## src/rtl/bitstream_buffer_ctrl_pkg.sv

```systemverilog
// Shared definitions for the bitstream buffer: FSM encodings and buffer geometry.
// The optional byte-align feature is enabled by defining BS_BYTE_ALIGN_EN.
package bitstream_buffer_ctrl_pkg;

  localparam int BS_STATE_W = 2;
  localparam logic [BS_STATE_W-1:0] BS_IDLE = 2'd0;
  localparam logic [BS_STATE_W-1:0] BS_FILL = 2'd1;
  localparam logic [BS_STATE_W-1:0] BS_RUN  = 2'd2;

  localparam int BS_BUF_W  = 64;
  localparam int BS_RUN_W  = 48;
  localparam int BS_WORD_W = 16;
  localparam int BS_CNT_W  = 7;

endpackage

```

## src/rtl/bitstream_buffer_ctrl_if.sv

```systemverilog
// Bus bundle between the bitstream source/parser and the buffer controller.
// byte_align exists only when BS_BYTE_ALIGN_EN is defined.
interface bitstream_buffer_ctrl_if;
  import bitstream_buffer_ctrl_pkg::*;

  logic                 start;
  logic [BS_WORD_W-1:0] mem_data;
  logic                 mem_valid;
  logic                 mem_rd;
  logic                 consume_en;
  logic [4:0]           consume_len;
  logic [15:0]          BitStream_buffer_output;
  logic [31:0]          BitStream_buffer_output_ex32;
  logic [3:0]           heading_one_pos;
  logic                 buffer_valid;
  logic                 underflow_err;
`ifdef BS_BYTE_ALIGN_EN
  logic                 byte_align;

  modport master (
    output start, mem_data, mem_valid, consume_en, consume_len, byte_align,
    input  mem_rd, BitStream_buffer_output, BitStream_buffer_output_ex32,
           heading_one_pos, buffer_valid, underflow_err
  );
  modport slave (
    input  start, mem_data, mem_valid, consume_en, consume_len, byte_align,
    output mem_rd, BitStream_buffer_output, BitStream_buffer_output_ex32,
           heading_one_pos, buffer_valid, underflow_err
  );
`else
  modport master (
    output start, mem_data, mem_valid, consume_en, consume_len,
    input  mem_rd, BitStream_buffer_output, BitStream_buffer_output_ex32,
           heading_one_pos, buffer_valid, underflow_err
  );
  modport slave (
    input  start, mem_data, mem_valid, consume_en, consume_len,
    output mem_rd, BitStream_buffer_output, BitStream_buffer_output_ex32,
           heading_one_pos, buffer_valid, underflow_err
  );
`endif

endinterface

```

## src/rtl/bitstream_buffer_ctrl_lzc.sv

```systemverilog
// Leading-zero counter over the 16-bit output window, saturating at 15.
module bs_leading_zero_cnt
  import bitstream_buffer_ctrl_pkg::*;
(
  input  logic [BS_WORD_W-1:0] data_i,
  output logic [3:0]           lz_o
);

  // Higher set bits overwrite lower ones; all-zero and 0x0001 both give 15.
  always_comb begin
    lz_o = 4'd15;
    for (int unsigned i = 0; i < 16; i++) begin
      if (data_i[i]) lz_o = 4'(15 - i);
    end
  end

endmodule

```

## src/rtl/bitstream_buffer_ctrl.sv

```systemverilog
// Bitstream buffer: 64-bit left-aligned shift register refilled 16 bits at a time.
// Define BS_BYTE_ALIGN_EN to add the byte_align input and consumed-bit offset counter.
module bitstream_buffer_ctrl
  import bitstream_buffer_ctrl_pkg::*;
(
  input logic                 clk,
  input logic                 reset,
  bitstream_buffer_ctrl_if.slave bus
);

  logic [BS_STATE_W-1:0] state_q, state_d;
  logic [BS_BUF_W-1:0]   buf_q, buf_d;
  logic [BS_CNT_W-1:0]   cnt_q, cnt_d;
  logic                  err_q, err_d;

  logic [4:0]            eff_len;
  logic [BS_CNT_W-1:0]   cnt_after;
  logic                  buf_valid;
  logic                  accept;
  logic [BS_BUF_W-1:0]   word_ext;

  assign buf_valid = (cnt_q >= BS_CNT_W'(BS_RUN_W)) && (state_q == BS_RUN);

`ifdef BS_BYTE_ALIGN_EN
  logic [2:0] ofs_q, ofs_d;
  logic [2:0] align_len;

  assign align_len = 3'd0 - ofs_q;

  always_comb begin
    eff_len = '0;
    if (buf_valid) begin
      if (bus.byte_align)      eff_len = {2'b00, align_len};
      else if (bus.consume_en) eff_len = bus.consume_len;
    end
  end

  always_comb begin
    ofs_d = ofs_q + eff_len[2:0];
    if (bus.start) ofs_d = '0;
  end

  always_ff @(posedge clk or posedge reset) begin
    if (reset) ofs_q <= '0;
    else       ofs_q <= ofs_d;
  end
`else
  always_comb begin
    eff_len = '0;
    if (bus.consume_en && buf_valid) eff_len = bus.consume_len;
  end
`endif

  assign cnt_after  = cnt_q - {2'b00, eff_len};
  assign bus.mem_rd = (state_q != BS_IDLE) && !bus.start &&
                      (cnt_after <= BS_CNT_W'(BS_RUN_W));
  assign accept     = bus.mem_rd && bus.mem_valid;
  // New word lands directly behind the bits that survive this cycle's consume.
  assign word_ext   = {bus.mem_data, {(BS_BUF_W-BS_WORD_W){1'b0}}} >> cnt_after;

  always_comb begin
    state_d = state_q;
    buf_d   = buf_q;
    cnt_d   = cnt_q;
    err_d   = err_q;
    if (bus.start) begin
      state_d = BS_FILL;
      buf_d   = '0;
      cnt_d   = '0;
      err_d   = 1'b0;
    end else begin
      buf_d = buf_q << eff_len;
      cnt_d = cnt_after;
      if (accept) begin
        buf_d = buf_d | word_ext;
        cnt_d = cnt_after + BS_CNT_W'(BS_WORD_W);
      end
      if (bus.consume_en && !buf_valid) err_d = 1'b1;
      case (state_q)
        BS_FILL: if (cnt_d >= BS_CNT_W'(BS_RUN_W)) state_d = BS_RUN;
        BS_RUN:  if (cnt_d <  BS_CNT_W'(BS_RUN_W)) state_d = BS_FILL;
        default: state_d = state_q;
      endcase
    end
  end

  always_ff @(posedge clk or posedge reset) begin
    if (reset) begin
      state_q <= BS_IDLE;
      buf_q   <= '0;
      cnt_q   <= '0;
      err_q   <= 1'b0;
    end else begin
      state_q <= state_d;
      buf_q   <= buf_d;
      cnt_q   <= cnt_d;
      err_q   <= err_d;
    end
  end

  assign bus.BitStream_buffer_output      = buf_q[BS_BUF_W-1 -: 16];
  assign bus.BitStream_buffer_output_ex32 = buf_q[BS_BUF_W-17 -: 32];
  assign bus.buffer_valid                 = buf_valid;
  assign bus.underflow_err                = err_q;

  bs_leading_zero_cnt u_lzc (
    .data_i (buf_q[BS_BUF_W-1 -: 16]),
    .lz_o   (bus.heading_one_pos)
  );

endmodule
```

## src/flat_wrapper.sv

```systemverilog
// flat-port wrapper written by rule: the top's interface ports become plain ports
module bitstream_buffer_ctrl_flat import bitstream_buffer_ctrl_pkg::*;
  (clk, reset, bus_start, bus_mem_data, bus_mem_valid, bus_consume_en, bus_consume_len, bus_mem_rd, bus_BitStream_buffer_output, bus_BitStream_buffer_output_ex32, bus_heading_one_pos, bus_buffer_valid, bus_underflow_err);
  bitstream_buffer_ctrl_if bus_i ();
  input logic clk;
  input logic reset;
  input wire logic [$bits(bus_i.start)-1:0] bus_start;
  input wire logic [$bits(bus_i.mem_data)-1:0] bus_mem_data;
  input wire logic [$bits(bus_i.mem_valid)-1:0] bus_mem_valid;
  input wire logic [$bits(bus_i.consume_en)-1:0] bus_consume_en;
  input wire logic [$bits(bus_i.consume_len)-1:0] bus_consume_len;
  output wire logic [$bits(bus_i.mem_rd)-1:0] bus_mem_rd;
  output wire logic [$bits(bus_i.BitStream_buffer_output)-1:0] bus_BitStream_buffer_output;
  output wire logic [$bits(bus_i.BitStream_buffer_output_ex32)-1:0] bus_BitStream_buffer_output_ex32;
  output wire logic [$bits(bus_i.heading_one_pos)-1:0] bus_heading_one_pos;
  output wire logic [$bits(bus_i.buffer_valid)-1:0] bus_buffer_valid;
  output wire logic [$bits(bus_i.underflow_err)-1:0] bus_underflow_err;
  assign bus_i.start = bus_start;
  assign bus_i.mem_data = bus_mem_data;
  assign bus_i.mem_valid = bus_mem_valid;
  assign bus_i.consume_en = bus_consume_en;
  assign bus_i.consume_len = bus_consume_len;
  assign bus_mem_rd = bus_i.mem_rd;
  assign bus_BitStream_buffer_output = bus_i.BitStream_buffer_output;
  assign bus_BitStream_buffer_output_ex32 = bus_i.BitStream_buffer_output_ex32;
  assign bus_heading_one_pos = bus_i.heading_one_pos;
  assign bus_buffer_valid = bus_i.buffer_valid;
  assign bus_underflow_err = bus_i.underflow_err;
  bitstream_buffer_ctrl u_core (.clk(clk), .reset(reset), .bus(bus_i));
endmodule
```

## config.mk

```make
export PLATFORM = sky130hd
export DESIGN_NAME = bitstream_buffer_ctrl_flat
export DESIGN_NICKNAME = d
export VERILOG_FILES = /design/src/rtl/bitstream_buffer_ctrl_pkg.sv /design/src/rtl/bitstream_buffer_ctrl_if.sv /design/src/rtl/bitstream_buffer_ctrl_lzc.sv /design/src/rtl/bitstream_buffer_ctrl.sv /design/src/flat_wrapper.sv
export SDC_FILE = /design/constraint.sdc
export NUM_CORES = 1
export LEC_CHECK = 0
export ABC_AREA = 1
export BUFFER_PORTS_ARGS = -buffer_cell sky130_fd_sc_hd__buf_4
export CORE_AREA = 2 2 159 161
export CTS_CLUSTER_SIZE = 40
export DETAILED_ROUTE_END_ITERATION = 6
export DIE_AREA = 0 0 161 163
export SKIP_CTS_REPAIR_TIMING = 1
export SYNTH_ARGS = -nofsm -noshare
export SYNTH_HDL_FRONTEND = slang
export SYNTH_SLANG_ARGS = --single-unit
```

## constraint.sdc

```tcl
create_clock -name clk -period 6.86 [get_ports clk]
set_clock_uncertainty 0.05 [all_clocks]
set_input_delay 0.686 -clock clk [delete_from_list [all_inputs] [get_ports clk]]
set_output_delay 0.686 -clock clk [all_outputs]
set_load 0.005 [all_outputs]
```

Word level (Yosys, flattened, before mapping)
Cells that the tools add are included.
W data, S select, Z words.

word-level totals
  output and inout port bits = 55
  input bits = 26
  register bits after elaboration = 74
  logic and storage cells = 56

cells by class
  reductions and logical operators = 12
  mux-type cells = 27
  bitwise operators = 1
  equal/unequal tests = 4
  shift operators = 2
  add/subtract/negate cells = 2
  $lt $le $gt $ge = 4

operator list
  operator               number
  $mux W64               2
  $or A64 B64 Y64        1
  $shl A64 B5 Y64        1
  $shr A64 B7 Y64        1
  $mux W4                14
  $mux W7                3
  $ge A7 B6 Y1 const B   2
  $add A7 B5 Y7 const B  1
  $le A7 B6 Y1 const B   1
  $lt A7 B6 Y1 const B   1
  $sub A7 B5 Y7          1
  $logic_and A1 B1 Y1    6
  $mux W2                3
  $mux W5                1
  $pmux W2 S2            1
  $reduce_bool A2 Y1     2
  $mux W1                3
  $ne A3 B2 Y1 const B   1
  $ne A3 B3 Y1 const B   1
  $reduce_and A3 Y1      1
  $reduce_bool A3 Y1     1
  $eq A2 B1 Y1 const B   1
  $eq A2 B2 Y1 const B   1
  $logic_not A1 Y1       2

Depth between registers and ports, before layout
Gate-level depths: netlist of run 1.

  depth after elaboration = 15
  gate-level depth with buffers = 30

Hierarchy
From an unflattened synthesis of run 1, not the netlist that was laid out.

unflattened totals
  cell total of the unflattened synthesis = 1480
  area, all modules = 8408.1 sq um

modules (own cells, without submodules)
  module                 area an instance (sq um)  seq. area each (sq um)  cells an instance  instances
  bitstream_buffer_ctrl  8226.6                    1851.8                  1439               1
  bs_leading_zero_cnt    181.4                     0.0                     41                 1

Worst setup path before layout of run 1
Ideal clock, no wire load.

  kind = in2out
  start point = input bus_consume_en
  end point = output bus_mem_rd
  setup slack = 2.794 ns
  data required time = 6.124 ns
  arrival time = 3.330 ns
  buffers on the path = 2
  cell stages on the path = 20
  cells stage by stage = inv_1 -> nor2_4 -> nand2_2 -> inv_2 -> buf_2 -> ha_1 -> inv_1 -> fa_1 -> nand3_1 -> nand2_1 -> nand2_1 -> nand2_1 -> inv_2 -> clkbuf_1 -> ha_1 -> ha_1 -> nand3_1 -> nor2_1 -> nand2_1 -> a21boi_0

on the way
  word-level cells in the longest chain between the ends = 5

ends and longest elaborated chain
  element              line                         RTL
  start: declaration   flat_wrapper.sv:10           input wire logic [$bits(bus_i.consume_en)-1:0] bus_consume_en;
  $logic_and A1 B1 Y1  bitstream_buffer_ctrl.sv:50  if (bus.consume_en && buf_valid) eff_len = bus.consume_len;
  $mux W5              bitstream_buffer_ctrl.sv:50
  $sub A7 B5 Y7        bitstream_buffer_ctrl.sv:54  assign cnt_after = cnt_q - {2'b00, eff_len};
  $le A7 B6 Y1         bitstream_buffer_ctrl.sv:56  (cnt_after <= BS_CNT_W'(BS_RUN_W));
  $logic_and A1 B1 Y1  bitstream_buffer_ctrl.sv:55  assign bus.mem_rd = (state_q != BS_IDLE) && !bus.start &&
  end: declaration     flat_wrapper.sv:12           output wire logic [$bits(bus_i.mem_rd)-1:0] bus_mem_rd;

No other way between the ends.

Final worst setup path of run 1
  start point = register u_core.state_q[0]
  end point = output bus_mem_rd

on the way
  word-level cells in the longest chain between the ends = 7

ends and longest elaborated chain
  element                   line                         RTL
  start: declaration        bitstream_buffer_ctrl.sv:11  logic [BS_STATE_W-1:0] state_q, state_d;
  start signal: assignment  bitstream_buffer_ctrl.sv:94  state_q <= state_d;
  $eq A2 B2 Y1              bitstream_buffer_ctrl.sv:22  assign buf_valid = (cnt_q >= BS_CNT_W'(BS_RUN_W)) && (state_q == BS_RUN);
  $logic_and A1 B1 Y1       bitstream_buffer_ctrl.sv:22
  $logic_and A1 B1 Y1       bitstream_buffer_ctrl.sv:50
  $mux W5                   bitstream_buffer_ctrl.sv:50
  $sub A7 B5 Y7             bitstream_buffer_ctrl.sv:54
  $le A7 B6 Y1              bitstream_buffer_ctrl.sv:56
  $logic_and A1 B1 Y1 *     bitstream_buffer_ctrl.sv:55

Every way passes the cells marked *; elsewhere a longest branch is shown, timed or not.

==> results of run 1 <==
[area by class of cell]
cell class | count | area share
Multi-Input combinational cell | 1148 | 0.601
Sequential cell | 74 | 0.205
Timing Repair Buffer | 89 | 0.0741
Tap cell | 330 | 0.0458
Inverter | 99 | 0.0413
Clock buffer | 9 | 0.0250
Clock inverter | 7 | 0.00777
[metrics by stage]
step / cell area, um^2 / power (W)
after global routing: 9020 / 0.00231
after floorplan: 8430 / 0.00131
after CTS: 9020 / 0.00215
after global placement: 8730 / 0.00167
after detailed placement: 8730 / 0.00166
final: 9020 / 0.00217
[worst register-to-register path, stage by stage (launching register included)]
cell,delay (ps)
dfrtp_1,410
nor2_2,150
nand2_2,100
nor2_4,190
nand2_4,70
inv_2,50
buf_4,360
ha_1,270
inv_1,70
fa_1,450
nand3_1,120
nand2_1,60
nand2_1,100
nand2_1,60
buf_4,240
inv_2,470
ha_1,250
ha_1,150
nand3_1,80
nor2_1,140
nand2_1,90
nand2_2,160
nand3_4,160
nor2_4,510
inv_2,150
or2_0,260
a21oi_1,160
[registers in the layout, indices dropped and copies added, names as in the netlist]
| name | flops |
|---|---|
| u_core.buf_q | 64 |
| u_core.cnt_q | 7 |
| u_core.state_q | 2 |
| u_core.bus.underflow_err | 1 |
[cells by family after synthesis]
family,after synthesis,share of synthesized area
XOR/XNOR,1,0.00193
multiplexers,2,0.00237
flip-flops,74,0.220
adder cells (fa/ha/maj),9,0.0142
buffers and inverters,245,0.139
AO/OA/AOI/OAI,201,0.137
AND/OR/NAND/NOR,935,0.485
[power by group]
part	switching, W	internal [W]
Combinational	0.000753	0.000363
Sequential	0.0000700	0.000494
Clock	0.000209	0.000280
Total	0.00103	0.00114
[layout by cell type (no fill, tap or decap), types with 32 or more instances in the layout]
cell,count
nand2_1,503
nand3_1,320
inv_1,89
buf_4,89
dfrtp_1,74
o21ai_0,63
a21oi_1,44
nor2_1,44
o211ai_1,32
o21ai_1,32
[layer usage]
metal | global-route usage | part of all wire
met4 | 0.0731 | 0.027
met2 | 0.368 | 0.43
met3 | 0.0420 | 0.076
met5 | 0 | 0
met1 | 0.348 | 0.46
[path summary, 6_finish.rpt]
path / startpoint / to / slack [ps] / cells after the start
worst max register to register: u_core.state_q[0]$_DFFE_PP0P_ / u_core.buf_q[38]$_DFF_PP0_ / 1460 / 26
worst min-delay path: u_core.bus.underflow_err$_DFFE_PP0P_ / u_core.bus.underflow_err$_DFFE_PP0P_ / 460 / 2
worst min register to register: u_core.bus.underflow_err$_DFFE_PP0P_ / u_core.bus.underflow_err$_DFFE_PP0P_ / 460 / 2
min in group asynchronous: reset / u_core.state_q[1]$_DFFE_PP0P_ / 580 / 3
worst max-delay path: u_core.state_q[0]$_DFFE_PP0P_ / bus_mem_rd / 1290 / 22
max in group asynchronous: reset / u_core.buf_q[59]$_DFF_PP0_ / 5490 / 3
==> out/qor.txt, run 1 <==
grt total ovfl: 0
worst-case clock buffer depth: 2
max-cap viol count: 0
post-synth top area share: 0.226
syn nets: 1,502
fin. max-slew vios: 0
minimum clock period: 5570 ps
vias per std cell: 5.53
Synth async-reset ratio: 1.00
delay-heaviest family, CP: buffers and inverters
DR DRC count: 0
n_diodes: 0
area delta synth->final: 7.01%
num ports: 81
Sequential Area: 1850 um^2
Seq cells post-synth: 74
CTS tree: built
slowest stage delay, CP: 470 ps
post-DP HPWL: 24,100 um
First DRT Iteration DRCs: 1,265
first-pass GRT wire length: 49,300 um
setup TNS: 0 ps
CTS root buf: clkbuf_16
CP endpoint kind: primary output
crit path DAT: 4830 ps
Mapped Area: 8430 um^2
fin worst setup slack: 1290 ps
Wirelength per Cell: 18.1 um
die area: 26,200 um^2
Distinct cells, synth: 41
Total Wirelength: 31,900 um
antenna violations before repair: 0
crit path kind: flip-flop to primary output
Nets: 1,456
most common cell in the synthesized netlist: nand2_1
Reg clk slew, reported paths: 60 ps
cells after synthesis: 1,467
cell mode on critical path: nand2_1
crit share post-route: 0.811
chip width: 161 um
Die Y: 163 um
Post-synth EDFFs: 0
most area-consuming cells after synthesis: nand2_1 (23%), dfrtp_1 (22%), nand3_1 (19%)
fillcell total: 2,791
CTS buffer count: 9
Seq/Total Area, Yosys: 0.220
Placer Congestion: 0.981
Final Hold Vio Count: 0
Fmax achieved: 180 MHz
Initial Util: 0.342
Yosys Warn Count: 0
number of global-route vias before repair: 8,636
total power per unit cell area: 240 nW/um^2
Core Region: 24,700 um^2
H-Tree Depth: 3
via count: 9,702
mean area per synthesized cell: 5.75 um^2
setup repair after global routing missed its margin: no
Finished Layout Cells: 1,756
min-delay worst type: flip-flop to flip-flop
Startpoint Class: flip-flop
worst path bufs/invs: 6
synth cell count leaders: nand2_1 (507), nand3_1 (320), inv_1 (90)
area of the multi-input gates: 5420 um^2
DP Worst Slack: 1320 ps
largest net degree at the start of global routing: 102
Top FF cell, synth: dfrtp_1
antenna viol nets, final: 0
Lkg Pwr: 4.53 nW
cell taking the most area after synthesis: nand2_1
Worst Max-Slew Pin Slew: 1190 ps
GRT Total Usage: 0.241
Worst slew margin: 0.199
Buffers on Ports: 80
critical path's slowest cell: inv_2
Initial DRT Pass Iterations: 6
utilization after layout: 0.366
Peak VDD IR: 0.118 mV
Inst Count DP: 1,740
WHS: 458 ps
share of layout cells above drive strength 1: 0.102
Setup Viol. Count Final: 0
crit-path cells: nor2_2 > nand2_2 > nor2_4 > nand2_4 > inv_2 > buf_4 > ha_1 > inv_1 > fa_1 > nand3_1 > nand2_1 > nand2_1 > nand2_1 > buf_4 > inv_2 > ha_1 > ha_1 > nand3_1 > nor2_1 > nand2_1 > a21boi_0 > buf_4
Core Rows: 58
clock sink count: 74
status: finished, final reports clean
worst-path maximum fanout: 40
Worst-Skew Late Latency: 360 ps
WP data required: 6120 ps
Note: power is estimated with default switching activity, not from simulation.
==> run 2: changes to the inputs <==
==> constraint.sdc (replaced) <==
create_clock -name clk -period 4.9 [get_ports clk]
set_clock_uncertainty 0.05 [all_clocks]
set_input_delay 0.49 -clock clk [delete_from_list [all_inputs] [get_ports clk]]
set_output_delay 0.49 -clock clk [all_outputs]
set_load 0.005 [all_outputs]
==> run 2 against run 1 <==
Net effect: critical path type unchanged; register-to-register slack worse by 620 ps; non-clock buffer count is 8 higher; largest cell class unchanged; count of clock-buffer cells in the layout grew 2; first-iteration DRC count decreased by 16%; clock power increased by 65%; cell count increased by 0.46%; die area did not move; global-route usage is 0.20 points higher; worst setup slack lost 560 ps; critical path depth is 7 lower; core utilization rose by 0.48 points.
==> out/qor.txt, run 2 (synthesized netlist as in run 1, its figures left out) <==
first-pass GRT wire length: 49,700 um (+0.84%)
metal3 WL: 2810 um (+15%)
clock sink count: 74 (unchanged)
Worst Max-Slew Pin Slew: 1090 ps (-101 ps)
Final Hold Vio Count: 0 (unchanged)
WHS: 190 ps (-267 ps)
Sequential Power Share: 0.248 (-0.012)
setup repair after global routing missed its margin: no
Wirelength per Cell: 18.2 um (+0.55%)
vias per std cell: 5.50 (-0.40%)
WP data required: 4360 ps (-1760 ps)
fin. max-slew vios: 0 (unchanged)
Nets: 1,464 (+0.55%)
FF-to-FF path depth: 18 (-31%)
CP endpoint kind: primary output
H-Tree Depth: 3 (unchanged)
minimum clock period: 4170 ps
num ports: 81 (unchanged)
DR DRC count: 0 (unchanged)
Switching Fraction: 0.450 (-0.0254)
chip width: 161 um (unchanged)
Worst-Skew Late Latency: 350 ps (about the same)
DR top layer: met5
Core Region: 24,700 um^2 (unchanged)
die area: 26,200 um^2 (unchanged)
Startpoint Class: flip-flop
Critical R2R Capture: u_core.buf_q[43]$_DFF_PP0_
share of layout cells above drive strength 1: 0.107 (+0.00501)
Top Registers: u_core.buf_q x64, u_core.cnt_q x7, u_core.state_q x2
setup TNS: 0 ps (unchanged)
post-DP HPWL: 24,500 um (+1.4%)
Reg-to-Reg Start: u_core.state_q[0]$_DFFE_PP0P_
Die Y: 163 um (unchanged)
max reg flops: 64 (unchanged)
crit path kind: flip-flop to primary output
Initial DRT Pass Iterations: 6 (unchanged)
Clock Power Share: 0.254 (+0.028)
worst-case clock buffer depth: 2 (unchanged)
grt total ovfl: 0 (unchanged)
CTS buffer count: 9 (unchanged)
Total Wirelength: 32,200 um (+1.0%)
Buffers on Ports: 80 (unchanged)
critical path's slowest cell: fa_1
Largest Register: u_core.buf_q
highest-count cells in the layout ignoring fill and taps: nand2_1 (503), nand3_1 (320), buf_4 (97), inv_1 (89), dfrtp_1 (74)
min-delay worst type: primary input to asynchronous set/reset pin
total power per unit cell area: 347 nW/um^2 (+44%)
crit path DAT: 3630 ps (-1200 ps)
Placer Congestion: 0.956 (-2.5%)
Psw: 0.00143 W (+38%)
number of global-route vias before repair: 8,884 (+2.9%)
First DRT Iteration DRCs: 1,057 (-16%)
Initial Util: 0.342 (unchanged)
CTS tree: built
Core Rows: 58 (unchanged)
crit share post-route: 0.851
delay-heaviest family, CP: buffers and inverters
largest net degree at the start of global routing: 102 (unchanged)
Worst slew margin: 0.271 (+0.0715)
GRT Total Usage: 0.243 (+0.00197)
antenna violations before repair: 1 (+1)
fillcell total: 2,774 (-0.61%)
most common cell after layout, fill and taps aside: nand2_1
status: finished, final reports clean
Lkg Pwr: 4.61 nW (+1.8%)
met2 routed WL: 13,800 um (+0.16%)
area delta synth->final: 8.40%
Comb pwr share: 0.497 (-0.018)
Peak VDD IR: 0.214 mV (+81%)
Reg clk slew, reported paths: 60 ps (about the same)
n_diodes: 0 (unchanged)
max-cap viol count: 0 (unchanged)
crit-path cells: nor2_2 > nand2_2 > nor2_4 > nand2_4 > inv_2 > ha_1 > inv_1 > fa_1 > buf_4 > inv_1 > nand3_1 > nor2_1 > nand2_1 > a21boi_0 > buf_4
R2R Setup Slk: 840 ps (-620 ps)
worst path bufs/invs: 5 (-1)
Internal: 0.00174 W (+53%)
antenna viol nets, final: 0 (unchanged)
Setup Viol. Count Final: 0 (unchanged)
Inst Count DP: 1,748 (+0.46%)
CTS root buf: clkbuf_16
via count: 9,707 (+0.052%)
worst-path maximum fanout: 20 (-50%)
Finished Layout Cells: 1,764 (+0.46%)
slowest stage delay, CP: 500 ps (+30 ps)
WL met1: 14,600 um (-1.2%)
Fmax achieved: 240 MHz
## run 2: changes by cell type in the layout (fill, tap and decap cells not counted)
cell / delta
buf_4: +8
clkinvlp_4: -4
clkbuf_8: +2
bufinv_16: +2
## run 2: per-stage QoR
| stage | cell area [um^2] | power [W] | util | worst slack, ps |
|---|---|---|---|---|
| finish | 9140 | 0.00317 | 0.370 | 732 |
| CTS | 9140 | 0.00315 | 0.370 | 719 |
| detailed placement | 8790 | 0.00234 | 0.356 | 915 |
| floorplan | 8430 | 0.00184 | - | 976 |
| global route | 9140 | 0.00339 | 0.370 | 435 |
| global placement | 8790 | 0.00234 | 0.356 | 942 |
## run 2: worst reg2reg max path: stages, from the launching register on
cell and delay (ps):
dfrtp_1 410, nor2_2 150, nand2_2 100, nor2_4 200
nand2_4 70, inv_2 60, ha_1 150, inv_1 70
fa_1 500, buf_4 220, inv_1 420, nand3_1 140
nor2_1 130, nand2_1 80, nand2_2 110, nand3_4 150
nor2_4 410, nand2_1 170, a31oi_1 350
## run 2: area by class of cell
cell class,count,area [um^2],area share
Timing Repair Buffer,97,728,0.0797
Clock inverter,5,100,0.0110
Tap cell,330,413,0.0452
Sequential cell,74,1850,0.203
Clock buffer,11,253,0.0277
Inverter,99,373,0.0408
Multi-Input combinational cell,1148,5420,0.593
## run 2: power groups by stage
stage | combinational, W | clock (W) | sequential (W)
6_report | 0.00158 | 0.000805 | 0.000787
5_1_grt | 0.00175 | 0.000845 | 0.000795
4_1_cts | 0.00155 | 0.000818 | 0.000785
3_5_place_dp | 0.00154 | 0 | 0.000796
3_3_place_gp | 0.00154 | 0 | 0.000796
2_1_floorplan | 0.00109 | 0 | 0.000754
## run 2: metal layers
metal | GRT usage | vias to the layer above
met2 | 0.362 | 428
met4 | 0.0800 | 2
li1 | - | 4757
met3 | 0.0481 | 58
met1 | 0.352 | 4462
met5 | 0 | -
## run 2: how the worst max path moves through the flow
stage	start	endpoint	slack (ps)	depth (start not counted)
final	u_core.state_q[0]$_DFFE_PP0P_	bus_mem_rd	730	15
after global routing	u_core.state_q[1]$_DFFE_PP0P_	bus_mem_rd	440	16
after CTS	u_core.state_q[0]$_DFFE_PP0P_	bus_mem_rd	720	15
after detailed placement	u_core.state_q[0]$_DFFE_PP0P_	u_core.buf_q[43]$_DFF_PP0_	910	18
after global placement	bus_consume_en	u_core.buf_q[43]$_DFF_PP0_	940	18
after floorplan	u_core.state_q[0]$_DFFE_PP0P_	u_core.buf_q[53]$_DFF_PP0_	980	26
==> run 3: changes to the inputs <==
--- a/config.mk
+++ b/config.mk
@@ -6,11 +6,12 @@
 export NUM_CORES = 1
 export LEC_CHECK = 0
 export ABC_AREA = 1
-export BUFFER_PORTS_ARGS = -buffer_cell sky130_fd_sc_hd__buf_4
-export CORE_AREA = 2 2 159 161
+export BUFFER_PORTS_ARGS = -buffer_cell sky130_fd_sc_hd__buf_2
+export CORE_AREA = 2 2 149 151
 export CTS_CLUSTER_SIZE = 40
 export DETAILED_ROUTE_END_ITERATION = 6
-export DIE_AREA = 0 0 161 163
+export DIE_AREA = 0 0 151 153
+export PLACE_DENSITY = 0.57
 export SKIP_CTS_REPAIR_TIMING = 1
 export SYNTH_ARGS = -nofsm -noshare
 export SYNTH_HDL_FRONTEND = slang
==> run 3 against run 2 <==
Net effect: fmax grew 1.8%; first-iteration DRC count grew 24%; cell count shrank 3.2%; power shrank 9.1%; global-route usage grew 3.3 points; final area shrank 4.4%; sequential share of layout area grew 0.94 points; flip-flop and latch count is the same; sequential power grew 0.5%.
==> out/qor.txt, run 3 (synthesized netlist as in run 1, its figures left out) <==
Fmax achieved: 244 MHz (+1.8%)
Largest Register: u_core.buf_q
antenna violations before repair: 1 (unchanged)
setup repair after global routing missed its margin: no
Pwr Total: 0.00288 W (-9.1%)
highest-count cells in the layout ignoring fill and taps: nand2_1 (503), nand3_1 (320), inv_1 (89), buf_2 (80), dfrtp_1 (74)
post-DP HPWL: 24,000 um (-1.8%)
largest net degree at the start of global routing: 102 (unchanged)
grt total ovfl: 0 (unchanged)
most common cell after layout, fill and taps aside: nand2_1
vias per std cell: 5.66 (+2.8%)
clock sink count: 74 (unchanged)
Initial Util: 0.392 (+0.0507)
Reg clk slew, reported paths: 60 ps (about the same)
CTS tree: built
worst-case clock buffer depth: 2 (unchanged)
min-delay worst type: primary input to asynchronous set/reset pin
fin area: 8730 um^2 (-4.4%)
first-pass GRT wire length: 49,600 um (-0.18%)
DR DRC count: 0 (unchanged)
Placer Congestion: 1.04 (+9.0%)
utilization after layout: 0.407 (+0.0361)
crit path from: u_core.state_q[1]$_DFFE_PP0P_
worst-path maximum fanout: 25 (+25%)
Total Wirelength: 31,900 um (-0.86%)
Top Registers: u_core.buf_q x64, u_core.cnt_q x7, u_core.state_q x2
Inst Count DP: 1,694 (-3.1%)
Initial DRT Pass Iterations: 6 (unchanged)
chip width: 151 um (-6.2%)
max-cap viol count: 0 (unchanged)
Nets: 1,460 (-0.27%)
Final Hold Vio Count: 0 (unchanged)
CTS buffer count: 9 (unchanged)
crit share post-route: 0.836 (-0.0150)
Worst slew margin: 0.255 (-0.0150)
Reg-to-Reg Start: u_core.state_q[1]$_DFFE_PP0P_
antenna viol nets, final: 0 (unchanged)
minimum clock period: 4090 ps (-73.4 ps)
Worst Max-Slew Pin Slew: 1120 ps (+24.1 ps)
WP data required: 5110 ps (+750 ps)
setup TNS: 0 ps (unchanged)
Peak VDD IR: 0.334 mV (+56%)
Die Y: 153 um (-6.1%)
crit path kind: flip-flop to flip-flop
Core Rows: 54 (-6.9%)
CTS root buf: clkbuf_16
status: finished, final reports clean
GRT Total Usage: 0.276 (+0.0331)
Finished Layout Cells: 1,707 (-3.2%)
fin. max-slew vios: 0 (unchanged)
area delta synth->final: 3.61%
CP endpoint kind: flip-flop
Lkg Pwr: 4.51 nW (-2.2%)
via count: 9,659 (-0.49%)
Buffers on Ports: 80 (unchanged)
H-Tree Depth: 3 (unchanged)
num ports: 81 (unchanged)
crit path DAT: 4310 ps (+680 ps)
Startpoint Class: flip-flop
Wirelength per Cell: 18.7 um (+2.5%)
share of layout cells above drive strength 1: 0.100 (-0.00648)
total power per unit cell area: 330 nW/um^2 (-4.9%)
number of global-route vias before repair: 8,874 (-0.11%)
Core Region: 21,500 um^2 (-13%)
max reg flops: 64 (unchanged)
First DRT Iteration DRCs: 1,307 (+24%)
n_diodes: 0 (unchanged)
Worst-Skew Late Latency: 350 ps (about the same)
Setup Viol. Count Final: 0 (unchanged)
die area: 23,100 um^2 (-12%)
placed instance area: 8490 um^2 (-3.3%)
run 3: per-layer routing:
metal	GRT usage	vias up	part of all wire
li1	-	4737	-
met1	0.394	4470	0.45
met2	0.418	378	0.44
met3	0.0499	74	0.076
met4	0.0992	0	0.033
met5	0	-	0
run 3: critical path, cell delays in order (launching register included):
cell and delay, ps:
dfrtp_1 380, inv_1 80, nor2_2 110, nand2_2 100, nor2_4 200, nand2_4 70
inv_2 60, ha_1 160, inv_1 70, fa_1 450, nand3_1 120, nand2_1 60
nand2_1 100, nand2_1 90, inv_2 60, ha_1 140, ha_1 140, nand3_1 70
nor2_1 120, nand2_1 80, nand2_2 130, nand3_4 150, nor2_4 490, inv_2 130
or2_0 250, a21oi_1 140
run 3: worst paths after layout:
check                                                            end  slack (ps)  depth (start not counted)
worst max-delay path                      u_core.buf_q[33]$_DFF_PP0_         810                         25
worst min-delay path            u_core.bus.underflow_err$_DFFE_PP0P_          90                          2
worst max register to register            u_core.buf_q[33]$_DFF_PP0_         810                         25
worst min register to register  u_core.bus.underflow_err$_DFFE_PP0P_         450                          2
max in group asynchronous                 u_core.buf_q[58]$_DFF_PP0_        3630                          3
min in group clk                u_core.bus.underflow_err$_DFFE_PP0P_         350                          3
run 3: final cells by class:
cell class / instances / area (um^2)
Clock buffer: 12 / 236
Tap cell: 280 / 350
Inverter: 99 / 373
Clock inverter: 1 / 5.00
Sequential cell: 74 / 1850
Timing Repair Buffer: 93 / 498
Fill cell: 2434 / 12800
Multi-Input combinational cell: 1148 / 5420
run 3: per-stage QoR:
stage | worst slack [ps] | hold WS, ps
finish | 806 | 86.3
global route | 346 | 125
CTS | 803 | 95.6
detailed placement | 826 | 435
global placement | 906 | 434
floorplan | 976 | 435
run 3: power breakdown:
part | total (W) | internal (W) | switching, W
Sequential | 0.000791 | 0.000692 | 0.0000987
Combinational | 0.00150 | 0.000454 | 0.00105
Clock | 0.000589 | 0.000334 | 0.000255
Total | 0.00288 | 0.00148 | 0.00140
